===== config.mk =====
export PLATFORM = sky130hd
export DESIGN_NAME = button_enable_gen_flat
export DESIGN_NICKNAME = d
export VERILOG_FILES = /design/src/rtl/button_enable_gen_pkg.sv /design/src/rtl/button_enable_gen_if.sv /design/src/rtl/button_enable_gen_bit_synchronizer.sv /design/src/rtl/button_enable_gen.sv /design/src/flat_wrapper.sv
export SDC_FILE = /design/constraint.sdc
export NUM_CORES = 1
export LEC_CHECK = 0
export CAP_MARGIN = 20
export CORE_MARGIN = 3
export CORE_UTILIZATION = 25
export DETAILED_ROUTE_END_ITERATION = 12
export GPL_TIMING_DRIVEN = 0
export PLACE_DENSITY = 0.45
export SYNTH_ARGS = -nofsm -noshare
export SYNTH_HDL_FRONTEND = slang
export SYNTH_SLANG_ARGS = --single-unit

===== constraint.sdc =====
create_clock -name clk -period 2.84 [get_ports clk]
set_input_delay 0.568 -clock clk [delete_from_list [all_inputs] [get_ports clk]]
set_output_delay 0.568 -clock clk [all_outputs]
set_load 0.01 [all_outputs]

===== src/rtl/button_enable_gen_pkg.sv =====
// Shared types and helpers for the push-button enable generator.
// Holds the FSM state type, parameter floors and the timer width helper.
package button_pkg;

  typedef enum logic [2:0] {
    IDLE       = 3'd0,
    PRESS_DB   = 3'd1,
    HELD       = 3'd2,
    REPEAT     = 3'd3,
    RELEASE_DB = 3'd4
  } state_t;

  localparam int MIN_SYNC_STAGES = 2;
  localparam int MIN_CYCLES      = 2;

  // Smallest w such that 2**w >= v.
  function automatic int clog2_int(input int v);
    int w;
    w = 0;
    while ((1 << w) < v) begin
      w = w + 1;
    end
    return w;
  endfunction

  function automatic int tmr_width(input int a, input int b, input int c);
    int m;
    m = a;
    if (b > m) m = b;
    if (c > m) m = c;
    return clog2_int(m) + 1;
  endfunction

endpackage


===== src/rtl/button_enable_gen_if.sv =====
// Button-side signal bundle: raw button and repeat control in, pulse and status out.
interface button_enable_gen_if;
  logic btn_raw;
  logic repeat_en;
  logic enable_pulse;
  logic btn_level;
  logic repeating;

  modport slave (
    input  btn_raw,
    input  repeat_en,
    output enable_pulse,
    output btn_level,
    output repeating
  );

  modport master (
    output btn_raw,
    output repeat_en,
    input  enable_pulse,
    input  btn_level,
    input  repeating
  );
endinterface


===== src/rtl/button_enable_gen_bit_synchronizer.sv =====
// Multi-flop synchroniser for a single asynchronous bit; q lags d by STAGES clocks.
module bit_synchronizer #(
  parameter int STAGES = 2
) (
  input  logic clk,
  input  logic reset,
  input  logic d,
  output logic q
);

  logic [STAGES-1:0] sync_q;
  logic [STAGES-1:0] sync_d;

  generate
    for (genvar gi = 0; gi < STAGES; gi++) begin : g_stage
      if (gi == 0) begin : g_first
        assign sync_d[gi] = d;
      end else begin : g_next
        assign sync_d[gi] = sync_q[gi-1];
      end
    end
  endgenerate

  always_ff @(posedge clk or posedge reset) begin
    if (reset) begin
      sync_q <= '0;
    end else begin
      sync_q <= sync_d;
    end
  end

  assign q = sync_q[STAGES-1];

endmodule


===== src/rtl/button_enable_gen.sv =====
// Push-button to counter-enable converter: synchronise, debounce, and emit one
// pulse per press plus optional auto-repeat pulses while the button is held.
module button_enable_gen
  import button_pkg::*;
#(
  parameter int SYNC_STAGES     = 2,
  parameter int DEBOUNCE_CYCLES = 16,
  parameter int REPEAT_DELAY    = 64,
  parameter int REPEAT_PERIOD   = 16,
  parameter int TMR_W           = tmr_width(DEBOUNCE_CYCLES, REPEAT_DELAY, REPEAT_PERIOD)
) (
  input  logic                clk,
  input  logic                reset,
  button_enable_gen_if.slave  bus
);

  localparam logic [TMR_W-1:0] DB_LAST  = TMR_W'(DEBOUNCE_CYCLES - 1);
  localparam logic [TMR_W-1:0] RD_LAST  = TMR_W'(REPEAT_DELAY - 1);
  localparam logic [TMR_W-1:0] RP_LAST  = TMR_W'(REPEAT_PERIOD - 1);

  logic             btn_sync;
  state_t           state_q, state_d;
  logic [TMR_W-1:0] timer_q, timer_d;
  logic             pulse_q, pulse_d;
  logic             level_q, level_d;
  logic             rep_q, rep_d;

  bit_synchronizer #(
    .STAGES (SYNC_STAGES)
  ) u_sync (
    .clk   (clk),
    .reset (reset),
    .d     (bus.btn_raw),
    .q     (btn_sync)
  );

  always_comb begin
    state_d = state_q;
    timer_d = timer_q + 1'b1;
    pulse_d = 1'b0;
    case (state_q)
      IDLE: begin
        timer_d = '0;
        if (btn_sync) state_d = PRESS_DB;
      end
      PRESS_DB: begin
        if (!btn_sync) begin
          state_d = IDLE;
        end else if (timer_q == DB_LAST) begin
          state_d = HELD;
          pulse_d = 1'b1;
        end
      end
      HELD: begin
        if (!btn_sync) begin
          state_d = RELEASE_DB;
        end else if (timer_q == RD_LAST) begin
          if (bus.repeat_en) begin
            state_d = REPEAT;
            pulse_d = 1'b1;
          end else begin
            // Park at the terminal count until repeat is enabled or released.
            timer_d = timer_q;
          end
        end
      end
      REPEAT: begin
        // Release beats repeat_en drop, which beats a terminal-count pulse.
        if (!btn_sync) begin
          state_d = RELEASE_DB;
        end else if (!bus.repeat_en) begin
          state_d = HELD;
        end else if (timer_q == RP_LAST) begin
          pulse_d = 1'b1;
          timer_d = '0;
        end
      end
      RELEASE_DB: begin
        if (btn_sync) begin
          state_d = HELD;
        end else if (timer_q == DB_LAST) begin
          state_d = IDLE;
        end
      end
      default: begin
        state_d = IDLE;
      end
    endcase
    if (state_d != state_q) timer_d = '0;
    level_d = (state_d == HELD) || (state_d == REPEAT) || (state_d == RELEASE_DB);
    rep_d   = (state_d == REPEAT);
  end

  always_ff @(posedge clk or posedge reset) begin
    if (reset) begin
      state_q <= IDLE;
      timer_q <= '0;
      pulse_q <= 1'b0;
      level_q <= 1'b0;
      rep_q   <= 1'b0;
    end else begin
      state_q <= state_d;
      timer_q <= timer_d;
      pulse_q <= pulse_d;
      level_q <= level_d;
      rep_q   <= rep_d;
    end
  end

  assign bus.enable_pulse = pulse_q;
  assign bus.btn_level    = level_q;
  assign bus.repeating    = rep_q;

endmodule


===== src/flat_wrapper.sv =====
// flat-port wrapper written by rule: the top's interface ports become plain ports
module button_enable_gen_flat import button_pkg::*;
#(
  parameter int SYNC_STAGES     = 2,
  parameter int DEBOUNCE_CYCLES = 16,
  parameter int REPEAT_DELAY    = 64,
  parameter int REPEAT_PERIOD   = 16,
  parameter int TMR_W           = tmr_width(DEBOUNCE_CYCLES, REPEAT_DELAY, REPEAT_PERIOD)
)
  (clk, reset, bus_btn_raw, bus_repeat_en, bus_enable_pulse, bus_btn_level, bus_repeating);
  button_enable_gen_if bus_i ();
  input  logic clk;
  input  logic reset;
  input wire logic [$bits(bus_i.btn_raw)-1:0] bus_btn_raw;
  input wire logic [$bits(bus_i.repeat_en)-1:0] bus_repeat_en;
  output wire logic [$bits(bus_i.enable_pulse)-1:0] bus_enable_pulse;
  output wire logic [$bits(bus_i.btn_level)-1:0] bus_btn_level;
  output wire logic [$bits(bus_i.repeating)-1:0] bus_repeating;
  assign bus_i.btn_raw = bus_btn_raw;
  assign bus_i.repeat_en = bus_repeat_en;
  assign bus_enable_pulse = bus_i.enable_pulse;
  assign bus_btn_level = bus_i.btn_level;
  assign bus_repeating = bus_i.repeating;
  button_enable_gen #(.SYNC_STAGES(SYNC_STAGES), .DEBOUNCE_CYCLES(DEBOUNCE_CYCLES), .REPEAT_DELAY(REPEAT_DELAY), .REPEAT_PERIOD(REPEAT_PERIOD), .TMR_W(TMR_W)) u_core (.clk(clk), .reset(reset), .bus(bus_i));
endmodule

=== After elaboration in Yosys (flattened, before gate mapping) ===
Cells that the tools add are included.

* Order comparisons: 0
* Add/sub/neg operators: 1
* Reductions and logical operators: 3
* Muxes and demuxes: 27
* Multiply operators: 0
* Bitwise gates (word level): 0
* Shift operators: 0
* Eq/ne operators: 11
* Div/mod/pow operators: 0

{| class="wikitable"
|+ Operator list
! kind !! count
|-
| $mux W7 || 7
|-
| $mux W3 || 10
|-
| $pmux W7 S3 || 1
|-
| $pmux W3 S5 || 1
|-
| $eq A3 B2 Y1 const B || 4
|-
| $add A7 B1 Y7 const B || 1
|-
| $eq A7 B4 Y1 const B || 1
|-
| $eq A7 B6 Y1 const B || 1
|-
| $mux W1 || 7
|-
| $eq A3 B3 Y1 const B || 2
|-
| $ne A5 B5 Y1 const B || 1
|-
| $eq A3 B1 Y1 const B || 1
|-
| $logic_not A3 Y1 || 1
|-
| $ne A3 B3 Y1 || 1
|-
| $pmux W1 S3 || 1
|-
| $logic_or A1 B1 Y1 || 2
|}

* Bits in writable memories: 0
* Memories kept: 0
* Bits in read-only memories: 0
* Bits in registers: 15
* Output and inout port bits: 3
* Bits in latches: 0

=== Depth between registers and ports, before layout ===
* Depth after elaboration: 7
* Mapped depth: 7
* Depth with buffers taken out: 6

=== By module ===
From an unflattened synthesis, not the netlist that was laid out.

* Cell total of the unflattened synthesis: 90
* Area total of the unflattened synthesis: 855.8 um^2

{| class="wikitable"
|+ By module, submodules not included
! module !! area an instance (um^2) !! seq. area each (um^2) !! times used !! cells each
|-
| button_enable_gen || 802.0 || 325.3 || 1 || 87
|-
| bit_synchronizer || 53.8 || 50.0 || 1 || 3
|}

=== Least setup slack after synthesis ===
No wires, ideal clock.

* Path kind: reg-to-reg
* Start: reg u_core.timer_q[0]
* End: reg u_core.timer_q[1]
* Stages on the path, launching flop included: 8
* Path slack: 1.029 ns
* Library setup time: 0.080 ns
* Arrival: 1.731 ns
* Cells stage by stage: dfrtp_1 -> ha_1 -> and4b_4 -> buf_6 -> a2bb2oi_2 -> o221ai_2 -> or3_4 -> o22ai_2

* Word-level cells in the longest chain between the ends: 6
* Elaborated cells between the ends (all ways): 20
* Classes of those cells: add/sub: 1; eq/ne: 4; mux: 15

{| class="wikitable"
|+ Ends and longest elaborated chain
! element !! line !! source
|-
| from (decl) || button_enable_gen.sv:23 || <nowiki>logic [TMR_W-1:0] timer_q, timer_d;</nowiki>
|-
| from (signal assigned) || button_enable_gen.sv:103 || <nowiki>timer_q <= timer_d;</nowiki>
|-
| $add A7 B1 Y7, or another cell as far along || button_enable_gen.sv:39 || <nowiki>timer_d = timer_q + 1'b1;</nowiki>
|-
| $mux W7, or another cell as far along || button_enable_gen.sv:73 || <nowiki>end else if (timer_q == RP_LAST) begin</nowiki>
|-
| $mux W7, or another cell as far along || button_enable_gen.sv:71 || <nowiki>end else if (!bus.repeat_en) begin</nowiki>
|-
| $mux W7, or another cell as far along || button_enable_gen.sv:69 || <nowiki>if (!btn_sync) begin</nowiki>
|-
| $pmux W7 S3 / $ne A3 B3 Y1 (equally long branches) || button_enable_gen.sv:41, button_enable_gen.sv:89 ||
|-
| $mux W7 / $ne A5 B5 Y1 (equally long branches) || -- ||
|}

Parallel ways exist; a longest one is shown, timed or not. The select of a mux whose other input is x is not followed.
A chain may end at the register's enable or synchronous reset.

=== Final worst setup path ===
* Start: in bus_repeat_en
* End: reg u_core.timer_q[1]

* Word-level cells in the longest chain between the ends: 6
* Elaborated cells between the ends (all ways): 12
* Classes of those cells: eq/ne: 2; mux: 10

{| class="wikitable"
|+ Ends and longest elaborated chain
! element !! line !! source
|-
| from (decl) || flat_wrapper.sv:15 || <nowiki>input wire logic [$bits(bus_i.repeat_en)-1:0] bus_repeat_en;</nowiki>
|-
| $mux W3 || button_enable_gen.sv:58 || <nowiki>if (bus.repeat_en) begin</nowiki>
|-
| $mux W3 || button_enable_gen.sv:57 || <nowiki>end else if (timer_q == RD_LAST) begin</nowiki>
|-
| $mux W3 || button_enable_gen.sv:55 || <nowiki>if (!btn_sync) begin</nowiki>
|-
| $pmux W3 S5 || button_enable_gen.sv:41 || <nowiki>case (state_q)</nowiki>
|-
| $ne A3 B3 Y1 || button_enable_gen.sv:89 || <nowiki>if (state_d != state_q) timer_d = '0;</nowiki>
|-
| $ne A5 B5 Y1 (no line) / $mux W7 (equally long branches) || -- ||
|}

Parallel ways exist; a longest one is shown, timed or not.

==> out/qor.yml <==
rsz0062_at_grt: "no"
initial_core_util_pct: 26.34
postCtsSetupBuffers: 0
p_per_area_nw_per_um2: 390.9
clock_latency_ps: 280
drt_iter0_markers: 16
cp_cell_sequence: "clkdlybuf4s50_1 > and2b_2 > o21ai_2 > o221ai_2 > or3_4 > o22ai_2"
reg2regPathDepth: 7
hold_viol: 0
grt_pass1_vias: 601
post_cts_resized: 0
skew_ps: 6.723
cts_made_buffers: 3
hp-start: "u_core.u_sync.sync_q[0]$_DFF_PP0_"
fmax_mhz: 500.5
setup_viol: 0
dr.pass1.iters: 4
final_util_pct: 30.98
fin_nets: 94
syn-instance-count: 78
outcome: "finished, final reports clean"
critPathKind: "in -> reg"
clock_sinks: 15
cp_top_family: "simple AND/OR/NAND/NOR gates"
worst_slack_ps: 842.1
maxCapViolations: 0
antenna_cells: 0
path_buf_inv: 1
gr-total-overflow: 0
holdBufCountCts: 0
ys_types: 34
synth_fp_nets: 83
mostFrequentLayoutCell: "dfrtp_1"
nFillCells: 321
hold_path.class: "reg -> reg"
htree_levels: 1
layout_min_cycle_time_ps: 1998
hold_path_end: "u_core.u_sync.sync_q[1]$_DFF_PP0_"
yosysSeqAreaShare_pct: 46.30
relSlewSlack_pct: 60.61
wirelength_um: 1530
vias_per_cell: 4.477
rows: 20
leakage_nw: 0.4219
cts_tree: "built"
ys_ff_latch: 15
hpwl_um: 1109
min_path_cells: 0
cp_max_fo: 6
start_kind: "input port"
slowest_delay_ps: 560
dieWidth_um: 62.95
gp_congestion: 0.7454
grt_max_degree: 16
remaining_drc_errors: 0
ys_warn_count: 0
crit_slowest_cell: "clkdlybuf4s50_1"
clockBufferDepth: 2
crit_required_ps: 3050
syn_avg_cell_area_um2: 10.39
cp.arrival_ps: 2210
r2r_slack_ps: 890
vias: 591
reg2reg_from: "u_core.timer_q[0]$_DFFE_PP0P_"
clkTransAtPathRegs_ps: 90
final_max_slew_viol_count: 0
wl_per_cell_um: 11.59
grt_use_total_pct: 8.837
worst_pin_slew_ps: 590.2
period_share_pct: 70.35
ios: 7
netlist_area_um2: 810.8
grt_pass1_wl_um: 2718
clockRootBuffer: "clkbuf_4"
worstReg2RegEnd: "u_core.timer_q[1]$_DFFE_PP0P_"
peakVddDrop_mv: 0.1796
die_area_um2: 3963
die_h_um: 62.95
io_buffers: 6
drive_gt1_share_pct: 22.73
place_area_um2: 925.9
final_area_um2: 953.4
fin_tns_setup_ps: 0
holdWs_ps: 361.8
endpoint_kind: "register"
antenna_found_initial: 0
ant_nets: 0
dp_slack_ps: 537.2
area_growth_syn_to_layout_pct: 17.59
core-area_um2: 3078
layout_common_cells: "dfrtp_1 (15), nand3_1 (6), nor2_1 (6), clkdlybuf4s50_1 (6), inv_1 (5)"
==> where the power goes <==
part	internal [W]	switching (W)
Sequential	0.000217	0.00000531
Combinational	0.0000136	0.0000158
Clock	0.0000523	0.0000683
==> worst register-to-register path: stages (launching register included) <==
cell,delay [ps]
dfrtp_1,430
ha_1,260
and4b_4,220
buf_6,130
a2bb2oi_2,120
o221ai_2,110
or3_4,450
o22ai_2,150
==> layout make-up <==
| class | count | area [um2] | area share, % |
|---|---|---|---|
| clock buffers | 3 | 22.52 | 2.362 |
| inverters | 5 | 18.77 | 1.969 |
| clock inverters | 1 | 5.005 | 0.5249 |
| repair buffers | 6 | 60.06 | 6.299 |
| multi-input cells | 57 | 405.4 | 42.52 |
| well taps | 44 | 55.05 | 5.774 |
| flip-flops and latches | 15 | 375.4 | 39.37 |
| plain buffers | 1 | 11.26 | 1.181 |
==> Yosys cell counts (all sizes together) <==
master,number,share of area (%)
nand2,4,1.9
and2,1,0.93
nand4,1,1.5
inv,5,2.3
o221ai,1,1.9
buf,1,1.4
nor2,6,2.8
mux2i,1,1.2
o211a,1,1.2
nand3,6,3.7
o22ai,1,1.5
a2bb2oi,2,2.9
nand2b,1,1.1
a21oi,4,2.9
o211ai,1,0.93
ha,1,1.5
nor2b,2,1.5
and3,2,1.5
o32a,1,1.2
nor3b,1,0.93
or2,3,2.3
a21boi,1,0.93
o21a,1,0.93
dfrtp,15,46
xor2,4,4.3
and2b,1,1.1
or3,2,2.2
o21ai,7,5.2
and4b,1,1.7
==> metrics by stage <==
stage | total power, W | instances
6_report | 0.0003727 | 132
3_3_place_gp | 0.0002566 | 128
2_1_floorplan | 0.0002464 | 78
3_5_place_dp | 0.0002574 | 128
5_1_grt | 0.0004001 | 132
4_1_cts | 0.0003839 | 132
==> cell families after synthesis <==
kind of cell	count (synthesis)	synth area share, %
AO/OA/AOI/OAI	20	19.75
buffers and inverters	6	3.704
multiplexers	1	1.235
XOR/XNOR	4	4.321
AND/OR/NAND/NOR	31	23.15
flip-flops	15	46.30
adder cells (fa/ha/maj)	1	1.543
==> flip-flops by register name, indices dropped and copies added, names as in the netlist <==
| signal | count |
|---|---|
| u_core.timer_q | 7 |
| u_core.state_q | 3 |
| u_core.u_sync.sync_q | 2 |
| u_core.bus.btn_level | 1 |
| u_core.bus.enable_pulse | 1 |
| u_core.bus.repeating | 1 |
==> routing by layer <==
layer / wire length (um) / track usage, % / vias to the layer above
met2: 692 / 12.78 / 6
li1: - / - / 300
met3: 37 / 2.158 / 4
met1: 769 / 11.58 / 281
met4: 32 / 5.785 / 0
met5: 0 / 0 / -
==> worst max path at each step <==
stage / startpoint / endpoint / cells after the start
floorplan: u_core.timer_q[0]$_DFFE_PP0P_ / u_core.timer_q[1]$_DFFE_PP0P_ / 7
global placement: bus_repeat_en / u_core.timer_q[4]$_DFFE_PP0P_ / 6
detailed placement: bus_repeat_en / u_core.timer_q[1]$_DFFE_PP0P_ / 6
CTS: bus_repeat_en / u_core.timer_q[1]$_DFFE_PP0P_ / 6
global route: bus_repeat_en / u_core.timer_q[3]$_DFFE_PP0P_ / 6
finish: bus_repeat_en / u_core.timer_q[1]$_DFFE_PP0P_ / 6
No activity file was read; power rests on OpenSTA's default activity.
